**config.mk**
```make
export PLATFORM = sky130hd
export DESIGN_NAME = sd_dfc_rcarb_flat
export DESIGN_NICKNAME = d
export VERILOG_FILES = /design/src/rtl/sd_dfc_pkg.sv /design/src/rtl/sd_dfc_rcarb_if.sv /design/src/rtl/sd_dfc_rc_window.sv /design/src/rtl/sd_dfc_rcarb.sv /design/src/flat_wrapper.sv
export SDC_FILE = /design/constraint.sdc
export NUM_CORES = 1
export LEC_CHECK = 0
export BUFFER_PORTS_ARGS = -buffer_cell sky130_fd_sc_hd__buf_2
export CAP_MARGIN = 25
export CORE_MARGIN = 8
export CORE_UTILIZATION = 55
export CTS_CLUSTER_SIZE = 16
export DETAILED_ROUTE_END_ITERATION = 8
export HOLD_SLACK_MARGIN = 0.06
export PLACE_DENSITY = 0.81
export SLEW_MARGIN = 20
export SYNTH_ARGS = -nofsm -noshare
export SYNTH_HDL_FRONTEND = slang
export SYNTH_SLANG_ARGS = --single-unit
```
**constraint.sdc**
```tcl
create_clock -name clk -period 4.4 [get_ports clk]
set_clock_uncertainty 0.15 [all_clocks]
set_input_delay 0.88 -clock clk [delete_from_list [all_inputs] [get_ports clk]]
set_output_delay 0.88 -clock clk [all_outputs]
set_load 0.02 [all_outputs]
```
**src/rtl/sd_dfc_pkg.sv**
```systemverilog
// sd_dfc_pkg: shared constants and round-robin grant helper for the DFC rate-controlled arbiter
package sd_dfc_pkg;
  localparam int RC_CTR_SZ_DEF = 8;
  function automatic logic [15:0] rr_grant(input logic [15:0] req, input int ptr, input int n);
    logic [15:0] g;
    logic hit;
    logic [3:0] k;
    g = '0;
    hit = 1'b0;
    for (int o = 0; o < 16; o++) begin
      k = 4'((ptr + o) % n);
      if (o < n && !hit && req[k]) begin
        g[k] = 1'b1;
        hit = 1'b1;
      end
    end
    return g;
  endfunction
endpackage

```
**src/rtl/sd_dfc_rcarb_if.sv**
```systemverilog
// sd_dfc_rcarb_if: requester, DFC link and rate/monitor configuration bundle
interface sd_dfc_rcarb_if #(
  parameter int inputs = 4,
  parameter int width = 8,
  parameter int rc_ctr_sz = 8
);
  logic [rc_ctr_sz-1:0] window_size;
  logic [inputs*rc_ctr_sz-1:0] rc_max_tx;
  logic [rc_ctr_sz-1:0] mon_fc_thd;
  logic [inputs-1:0] c_srdy;
  logic [inputs-1:0] c_drdy;
  logic [inputs*width-1:0] c_data;
  logic p_vld;
  logic [width-1:0] p_data;
  logic [$clog2(inputs)-1:0] p_src;
  logic p_fc_n;
  logic [inputs-1:0] throttled;
  logic [inputs-1:0] mon_triggered;
  modport slave (
    input window_size, rc_max_tx, mon_fc_thd, c_srdy, c_data, p_fc_n,
    output c_drdy, p_vld, p_data, p_src, throttled, mon_triggered
  );
  modport master (
    output window_size, rc_max_tx, mon_fc_thd, c_srdy, c_data, p_fc_n,
    input c_drdy, p_vld, p_data, p_src, throttled, mon_triggered
  );
endinterface

```
**src/rtl/sd_dfc_rc_window.sv**
```systemverilog
// sd_dfc_rc_window: rate window counter with per-port saturating transfer counters and throttle flags
module sd_dfc_rc_window #(
  parameter int inputs = 4,
  parameter int rc_ctr_sz = 8
) (
  input  logic clk,
  input  logic rst,
  input  logic [rc_ctr_sz-1:0] window_size_i,
  input  logic [inputs*rc_ctr_sz-1:0] rc_max_tx_i,
  input  logic [inputs-1:0] xfer_i,
  output logic boundary_o,
  output logic [inputs-1:0] throttled_o
);
  logic [rc_ctr_sz-1:0] win_q, win_d;
  logic [inputs-1:0][rc_ctr_sz-1:0] tx_q, tx_d;
  always_comb begin
    boundary_o = window_size_i <= rc_ctr_sz'(1) || win_q >= window_size_i - 1'b1;
    win_d = boundary_o ? '0 : win_q + 1'b1;
    tx_d = tx_q;
    throttled_o = '0;
    for (int i = 0; i < inputs; i++) begin
      tx_d[i] = boundary_o ? rc_ctr_sz'(xfer_i[i]) : (xfer_i[i] && ~&tx_q[i]) ? tx_q[i] + 1'b1 : tx_q[i];
      throttled_o[i] = |rc_max_tx_i[i*rc_ctr_sz +: rc_ctr_sz] && tx_q[i] >= rc_max_tx_i[i*rc_ctr_sz +: rc_ctr_sz];
    end
  end
  always_ff @(posedge clk) begin
    if (rst) begin
      win_q <= '0;
      tx_q <= '0;
    end else begin
      win_q <= win_d;
      tx_q <= tx_d;
    end
  end
endmodule

```
**src/rtl/sd_dfc_rcarb.sv**
```systemverilog
// sd_dfc_rcarb: round-robin DFC arbiter with per-port rate windows; define SD_DFC_RCARB_MON_EN for the starvation monitor
module sd_dfc_rcarb
  import sd_dfc_pkg::*;
#(
  parameter int inputs = 4,
  parameter int width = 8,
  parameter int rc_ctr_sz = RC_CTR_SZ_DEF
) (
  input logic clk,
  input logic rst,
  sd_dfc_rcarb_if.slave bus
);
  localparam int sw = $clog2(inputs);
  logic [sw-1:0] ptr_q, ptr_d, src_d, p_src_q;
  logic [inputs-1:0] elig, grant, xfer, thr;
  logic [15:0] rr;
  logic boundary, p_vld_q;
  logic [width-1:0] p_data_d, p_data_q;
  assign elig = bus.c_srdy & ~thr;
  assign rr = rr_grant(16'(elig), int'(ptr_q), inputs);
  assign grant = (bus.p_fc_n && !rst) ? rr[inputs-1:0] : '0;
  assign bus.c_drdy = grant;
  assign xfer = bus.c_srdy & grant;
  assign bus.p_vld = p_vld_q;
  assign bus.p_data = p_data_q;
  assign bus.p_src = p_src_q;
  assign bus.throttled = thr;
  always_comb begin
    src_d = '0;
    p_data_d = '0;
    for (int i = 0; i < inputs; i++)
      if (grant[i]) begin
        src_d = sw'(i);
        p_data_d = bus.c_data[i*width +: width];
      end
    ptr_d = |xfer ? (src_d == sw'(inputs - 1) ? '0 : src_d + 1'b1) : ptr_q;
  end
  always_ff @(posedge clk) begin
    if (rst) begin
      ptr_q <= '0;
      p_vld_q <= 1'b0;
      p_data_q <= '0;
      p_src_q <= '0;
    end else begin
      ptr_q <= ptr_d;
      p_vld_q <= |xfer;
      if (|xfer) begin
        p_data_q <= p_data_d;
        p_src_q <= src_d;
      end
    end
  end
  sd_dfc_rc_window #(.inputs(inputs), .rc_ctr_sz(rc_ctr_sz)) u_win (
    .clk(clk),
    .rst(rst),
    .window_size_i(bus.window_size),
    .rc_max_tx_i(bus.rc_max_tx),
    .xfer_i(xfer),
    .boundary_o(boundary),
    .throttled_o(thr)
  );
`ifdef SD_DFC_RCARB_MON_EN
  logic [inputs-1:0][rc_ctr_sz-1:0] fc_q, fc_d;
  logic [inputs-1:0] mon_q, mon_d, stall;
  always_comb begin
    stall = bus.c_srdy & ~bus.c_drdy;
    fc_d = fc_q;
    mon_d = '0;
    for (int i = 0; i < inputs; i++) begin
      fc_d[i] = boundary ? rc_ctr_sz'(stall[i]) : (stall[i] && ~&fc_q[i]) ? fc_q[i] + 1'b1 : fc_q[i];
      mon_d[i] = fc_d[i] > bus.mon_fc_thd;
    end
  end
  always_ff @(posedge clk) begin
    if (rst) begin
      fc_q <= '0;
      mon_q <= '0;
    end else begin
      fc_q <= fc_d;
      mon_q <= mon_d;
    end
  end
  assign bus.mon_triggered = mon_q;
`else
  logic unused_thd;
  assign unused_thd = ^{bus.mon_fc_thd, boundary};
  assign bus.mon_triggered = '0;
`endif
`ifdef SIMULATION
  logic fc_q1;
  always_ff @(posedge clk) fc_q1 <= bus.p_fc_n;
  always_ff @(posedge clk) if (p_vld_q) assert (fc_q1);
`endif
endmodule
```
**src/flat_wrapper.sv**
```systemverilog
// flat-port wrapper written by rule: the top's interface ports become plain ports
module sd_dfc_rcarb_flat import sd_dfc_pkg::*;
#(
  parameter int inputs = 4,
  parameter int width = 8,
  parameter int rc_ctr_sz = RC_CTR_SZ_DEF
)
  (clk, rst, bus_window_size, bus_rc_max_tx, bus_mon_fc_thd, bus_c_srdy, bus_c_data, bus_p_fc_n, bus_c_drdy, bus_p_vld, bus_p_data, bus_p_src, bus_throttled, bus_mon_triggered);
  sd_dfc_rcarb_if #(.inputs(inputs), .width(width), .rc_ctr_sz(rc_ctr_sz)) bus_i ();
  input logic clk;
  input logic rst;
  input wire logic [$bits(bus_i.window_size)-1:0] bus_window_size;
  input wire logic [$bits(bus_i.rc_max_tx)-1:0] bus_rc_max_tx;
  input wire logic [$bits(bus_i.mon_fc_thd)-1:0] bus_mon_fc_thd;
  input wire logic [$bits(bus_i.c_srdy)-1:0] bus_c_srdy;
  input wire logic [$bits(bus_i.c_data)-1:0] bus_c_data;
  input wire logic [$bits(bus_i.p_fc_n)-1:0] bus_p_fc_n;
  output wire logic [$bits(bus_i.c_drdy)-1:0] bus_c_drdy;
  output wire logic [$bits(bus_i.p_vld)-1:0] bus_p_vld;
  output wire logic [$bits(bus_i.p_data)-1:0] bus_p_data;
  output wire logic [$bits(bus_i.p_src)-1:0] bus_p_src;
  output wire logic [$bits(bus_i.throttled)-1:0] bus_throttled;
  output wire logic [$bits(bus_i.mon_triggered)-1:0] bus_mon_triggered;
  assign bus_i.window_size = bus_window_size;
  assign bus_i.rc_max_tx = bus_rc_max_tx;
  assign bus_i.mon_fc_thd = bus_mon_fc_thd;
  assign bus_i.c_srdy = bus_c_srdy;
  assign bus_i.c_data = bus_c_data;
  assign bus_i.p_fc_n = bus_p_fc_n;
  assign bus_c_drdy = bus_i.c_drdy;
  assign bus_p_vld = bus_i.p_vld;
  assign bus_p_data = bus_i.p_data;
  assign bus_p_src = bus_i.p_src;
  assign bus_throttled = bus_i.throttled;
  assign bus_mon_triggered = bus_i.mon_triggered;
  sd_dfc_rcarb #(.inputs(inputs), .width(width), .rc_ctr_sz(rc_ctr_sz)) u_core (.clk(clk), .rst(rst), .bus(bus_i));
endmodule
```
==> results.cfg, run 1 <==
[grt]
grt-busiest-layer = met2
grt_use_met1 = 0.244
grt_usage = 0.201
antenna_found_initial = 0
met3_usage = 0.0438
grt_pass1_vias = 4330
grt_overflow = 0
grt_pass1_wl_mm = 19.4
grtUsageMet2 = 0.355
grt_max_degree = 37

[power_and_ir_drop]
p_sw_frac = 0.330
internal-power_uw = 809
max-vdd-ir-drop_v = 0.000140
p_seq_frac = 0.425
p_sw_uw = 398
combPwrFrac = 0.349
pwr-share-clk = 0.226
power.total_uw = 1210
power.density_mw_per_mm2 = 217
leakage_uw = 0.00248

[place]
globalplace.congestion = 0.883
detailedPlacementHpwl_mm = 9.23
dpl_worst_slack_ns = -0.130
io_buffers = 97
numPlacedInstances = 752

[critical_path]
end_kind = output port
cp_cell_sequence = buf_2, inv_1, ha_1, o21a_1, nand2_1, a32o_2, or2_4, mux4_2, a21o_1, o211ai_1, buf_4, nand2_4, buf_6
path_buf_inv = 4
crit_arrival_ns = 3.44
cp.required_ns = 3.37
worstPathMaxFanout = 5
worst_path_max_delay_cell = mux4_2
cp-start-kind = primary input
r2r_setup_slack_ns = 0.42
r2r-start = u_core.u_win.tx_q[16]$_SDFFE_PP0P_
criticalPathCategory = primary input to output port
cp_top_family = compound AO/OA/AOI/OAI gates
max_stage_delay_ns = 0.55
critPathLaunch = bus_rc_max_tx[30]

[routing]
viasPerCell = 5.73
post_drt_wl_per_cell_um = 16.1
ant_nets = 0
drt_iter0_markers = 240
wl_mm = 12.4
vias = 4397
firstDrtPassIters = 5
drc_errors = 0

[clock_tree]
htreeDepth = 2
cts.sinks = 53
clkSlewWorstSetupHoldPaths_ns = 0.09
cts_root_buf = clkbuf_8
cts_buffer_depth = 2
cts_tree = yes
numCtsBuffers = 5
clock_latency_ns = 0.31

[timing]
relSlewSlack = 0.477
period_needed_ns = 4.47
setup_ws_ns = -0.0678
setup_violations = 1
hold_violations = 0
finalSetupTns_ns = -0.0678
worstMarginPinSlew_ns = 0.779
max_freq_mhz = 224
fin_crit_sh = 1.02
drv_slew = 0

[job]
cap_violations = 0

[yosys]
ys_warn_count = 0
netlist_area_mm2 = 0.00443
synth-main-ff-cell = dfxtp_1
synthArstFlopShare = 0
postSynthAreaPerCell_um2 = 8.15
ys_seq_area_frac = 0.239
ys_ff_latch = 53
yosys.cell_types.count = 64
synth_edf_count = 0
synthesis.instances = 544

[worst_hold_path]
hp-class = flip-flop to flip-flop
min_from = u_core.u_win.win_q[0]$_SDFF_PP0_

[floorplanning]
core_mm2 = 0.00777
die_y_um = 106
ios = 110
initial_utilization = 0.571
fp.dieW_um = 106
rows = 32
dieArea_mm2 = 0.0112

[cells_and_area]
area_delta_synth_final_pct = 25.7
antenna_cells = 0
num-fill-cells = 616
stdcell_count = 767
layout-drive-gt1-share = 0.283
multi_input_area_mm2 = 0.00332
seq_area_mm2 = 0.00106
layout.nets = 806

[run_status]
outcome = complete, but fails checks
failed_checks = setup timing
==> per-stage QoR <==
stage                util  instance area, um^2  hold slack [ns]
floorplan               -                 4440            0.276
global placement    0.662                 5140            0.291
detailed placement  0.662                 5140            0.301
CTS                 0.683                 5310            0.323
global route        0.717                 5570            0.343
finish              0.717                 5570            0.318
==> worst paths after layout <==
path / cells after the start / endpoint
setup / recovery: 13 / bus_c_drdy[0]
hold / removal: 1 / u_core.u_win.win_q[0]$_SDFF_PP0_
setup reg to reg: 16 / u_core.bus.p_data[2]$_SDFFE_PP0P_
hold reg to reg: 1 / u_core.u_win.win_q[0]$_SDFF_PP0_
==> per-layer routing <==
| metal | part of all wire | wire length (um) |
|---|---|---|
| met1 | 0.43 | 5260 |
| met2 | 0.49 | 6120 |
| met3 | 0.058 | 712 |
| met4 | 0.022 | 276 |
| met5 | 0 | 0 |
==> power groups by stage <==
| stage | logic (uW) | registers (uW) | clock network, uW |
|---|---|---|---|
| floorplan | 220 | 535 | 0 |
| global placement | 352 | 523 | 0 |
| detailed placement | 364 | 524 | 0 |
| CTS | 384 | 513 | 279 |
| global route | 458 | 517 | 297 |
| finish | 421 | 513 | 273 |
==> worst register-to-register path: cells and delay by family (launching register included) <==
kind / cells / cell delay, ns
AO/OA/AOI/OAI: 8 / 1.69
adder cells (fa/ha/maj): 1 / 0.26
buffers and inverters: 4 / 0.60
flip-flops: 1 / 0.42
multiplexers: 1 / 0.55
AND/OR/NAND/NOR: 2 / 0.22
==> state kept, by name (all words and copies together), names as in the netlist <==
name	cells
u_core.u_win.tx_q	32
u_core.bus.p_data	8
u_core.u_win.win_q	8
u_core.bus.p_src	2
u_core.ptr_q	2
u_core.bus.p_vld	1
==> repair_timing <==
item                                    CTS  global route
hold endpoints to repair                  0             0
endpoints found under the setup margin    3             4
resized for setup                        17            38
setup buffers                             2             6
pin swaps                                 6            28
hold buffers                              0             0
==> synthesized netlist by cell type (5+ instances only) <==
cell type | number | area share
xor2_1 | 9 | 0.018
o21ai_0 | 17 | 0.019
inv_1 | 49 | 0.042
nand3_1 | 31 | 0.035
a32o_1 | 11 | 0.025
or3_1 | 7 | 0.0099
nor4b_1 | 5 | 0.0099
nor4_1 | 7 | 0.0099
ha_1 | 55 | 0.16
nor2_1 | 59 | 0.050
nand2b_1 | 20 | 0.028
nor3_1 | 8 | 0.0090
dfxtp_1 | 53 | 0.24
a211oi_1 | 6 | 0.010
xnor2_1 | 21 | 0.042
nand4_1 | 10 | 0.014
a21oi_1 | 26 | 0.029
mux2i_1 | 9 | 0.020
o21a_1 | 7 | 0.012
or4_1 | 9 | 0.015
clkbuf_1 | 11 | 0.0093
nor2b_1 | 5 | 0.0071
a221oi_1 | 8 | 0.016
and3_1 | 6 | 0.0085
nand2_1 | 34 | 0.029
==> cell families after synthesis <==
logic type	after synthesis	synth area share
xor gates and xnor gates	30	0.0593
adders and majority gates	55	0.155
other	1	0.000846
DFF	53	0.239
buffers and inverters	68	0.0647
muxes	14	0.0432
AOI/OAI and AO/OA	109	0.184
and+or+nand+nor	214	0.254
==> final cells by class <==
type	instances	share of cell area
multi-input combinational	426	0.597
sequential	53	0.191
timing repair buffer	129	0.142
inverter	49	0.0330
tap	102	0.0229
clock buffer	7	0.0137
clock inverter	1	0.00135
==> cell usage in the layout (no fill, tap or decap), drive strengths merged, types with 5 or more instances in the layout <==
cell	netlist	final
dfxtp	53	53
nand3	31	31
nor2b	6	6
o21ai	19	19
nor4b	5	5
nor3	8	8
o21a	7	7
mux2i	9	9
a211oi	7	7
nor2	62	62
inv	49	49
buf	8	129
nand2	35	35
nand2b	20	20
ha	55	55
xor2	9	9
a21oi	28	28
a32o	12	12
nand4	10	10
or3	7	7
clkbuf	11	7
and3	6	6
xnor2	21	21
a221oi	8	8
nor4	7	7
or4	9	9
Power figures use the tool's default switching activity.
==> run 2, diff against run 1 <==
--- a/config.mk
+++ b/config.mk
@@ -7,12 +7,13 @@
 export LEC_CHECK = 0
 export BUFFER_PORTS_ARGS = -buffer_cell sky130_fd_sc_hd__buf_2
 export CAP_MARGIN = 25
-export CORE_MARGIN = 8
+export CORE_MARGIN = 4
 export CORE_UTILIZATION = 55
 export CTS_CLUSTER_SIZE = 16
 export DETAILED_ROUTE_END_ITERATION = 8
 export HOLD_SLACK_MARGIN = 0.06
 export PLACE_DENSITY = 0.81
+export RECOVER_POWER = 25
 export SLEW_MARGIN = 20
 export SYNTH_ARGS = -nofsm -noshare
 export SYNTH_HDL_FRONTEND = slang
==> results.cfg, run 2 (synthesis results as in run 1) <==
[run_status]
outcome = complete, but fails checks
failed_checks = setup timing

[job]
cap_violations = 0

[routing]
firstDrtPassIters = 4
drc_errors = 0
post_drt_wl_per_cell_um = 15.6
drt_iter0_markers = 270
viasPerCell = 5.87
ant_nets = 0
wl_mm = 11.9
vias = 4491

[timing]
setup_violations = 1
fin_crit_sh = 1.01
hold_violations = 0
worstMarginPinSlew_ns = 0.968
max_freq_mhz = 226
setup_ws_ns = -0.0306
period_needed_ns = 4.43
relSlewSlack = 0.355
rsz0062_at_grt = true
fin_hold_ws_ns = 0.314
drv_slew = 0

[critical_path]
cp.required_ns = 3.37
end_kind = output port
worst_path_max_delay_cell = mux4_2
max_stage_delay_ns = 0.55
criticalPathCategory = primary input to output port
path_buf_inv = 3
cp_common_cell = nand2_1
worstPathMaxFanout = 4
crit_arrival_ns = 3.40
cp_top_family = compound AO/OA/AOI/OAI gates
cp_cell_sequence = buf_8, inv_4, ha_4, a211o_1, nand2_1, a32o_2, or2_4, mux4_2, a21o_1, o211ai_1, nand2_1, buf_6
cp-start-kind = primary input

[grt]
grt_max_degree = 22
grt_use_met1 = 0.279
grt_pass1_wl_mm = 19.3
grt_pass1_vias = 4495
grt-busiest-layer = met2
met3_usage = 0.0421
grtUsageMet2 = 0.422
grt_overflow = 0
grt_usage = 0.234
antenna_found_initial = 0

[cells_and_area]
final_cell_mix = 78 x buf_2, 59 x nor2_1, 53 x dfxtp_1
regMostFlops = u_core.u_win.tx_q
num-fill-cells = 598
antenna_cells = 0
area_delta_synth_final_pct = 25.6
layout.nets = 804
layout-drive-gt1-share = 0.259
largest_reg_flops = 32
final_common_cell = buf_2
stdcell_count = 765

[power_and_ir_drop]
combPwrFrac = 0.343
power.total_uw = 1230
p_sw_frac = 0.331
internal-power_uw = 821
p_seq_frac = 0.419
pwr-share-clk = 0.237
max-vdd-ir-drop_v = 0.000132
power.density_mw_per_mm2 = 220
p_sw_uw = 405
leakage_uw = 0.00242

[place]
globalplace.congestion = 0.909
detailedPlacementHpwl_mm = 8.95
numPlacedInstances = 752
dpl_worst_slack_ns = -0.214
io_buffers = 97

[floorplanning]
initial_utilization = 0.571
die_y_um = 97.8
fp.dieW_um = 97.8
dieArea_mm2 = 0.00956
rows = 32
core_mm2 = 0.00777
ios = 110

[worst_hold_path]
hp-class = flip-flop to flip-flop

[clock_tree]
cts_buffer_depth = 2
htreeDepth = 2
cts_root_buf = clkbuf_8
clkSlewWorstSetupHoldPaths_ns = 0.10
hold_buffers = 0
cts.sinks = 53
numCtsBuffers = 5
cts_tree = yes
clock_latency_ns = 0.30
## run 2: layout make-up
cell class / instances / area [um^2] / share of cell area
multi-input combinational: 426 / 3330 / 0.599
timing repair buffer: 127 / 763 / 0.137
sequential: 53 / 1060 / 0.191
tap: 102 / 128 / 0.0229
clock buffer: 6 / 82.6 / 0.0148
clock inverter: 2 / 13.8 / 0.00247
inverter: 49 / 186 / 0.0335
## run 2: per-stage QoR
stage / utilization / instance area, um^2 / TNS (ns)
floorplan: - / 4440 / 0
global placement: 0.663 / 5150 / -0.113
detailed placement: 0.663 / 5150 / -1.05
CTS: 0.690 / 5360 / 0
global route: 0.717 / 5570 / -0.409
finish: 0.717 / 5570 / -0.0306
## run 2: power by group through the flow
stage                     clock network [uW]  logic (uW)  registers (uW)
after floorplan                            0         220             535
after global placement                     0         350             523
after detailed placement                   0         363             524
after CTS                                295         390             513
after global routing                     313         458             517
final                                    291         421             514
## run 2: final timing paths
path,from,cells past startpoint,end,slack [ns]
max reg2reg,u_core.u_win.tx_q[16]$_SDFFE_PP0P_,19,u_core.bus.p_data[4]$_SDFFE_PP0P_,0.22
max,bus_rc_max_tx[13],12,bus_c_drdy[0],-0.03
min,u_core.u_win.win_q[0]$_SDFF_PP0_,1,u_core.u_win.win_q[0]$_SDFF_PP0_,0.31
min reg2reg,u_core.u_win.win_q[0]$_SDFF_PP0_,1,u_core.u_win.win_q[0]$_SDFF_PP0_,0.31
## run 2: routing by layer
layer / share of wire / wire length [um]
met5: 0 / 0
met4: 0.031 / 367
met3: 0.066 / 783
met2: 0.49 / 5890
met1: 0.41 / 4880
## run 2: repair_timing
action / CTS / global route
hold endpoints to repair: 0 / 0
resized for setup: 16 / 37
pin swaps: 4 / 24
setup buffers: 6 / 0
setup endpoints to repair: 3 / 13
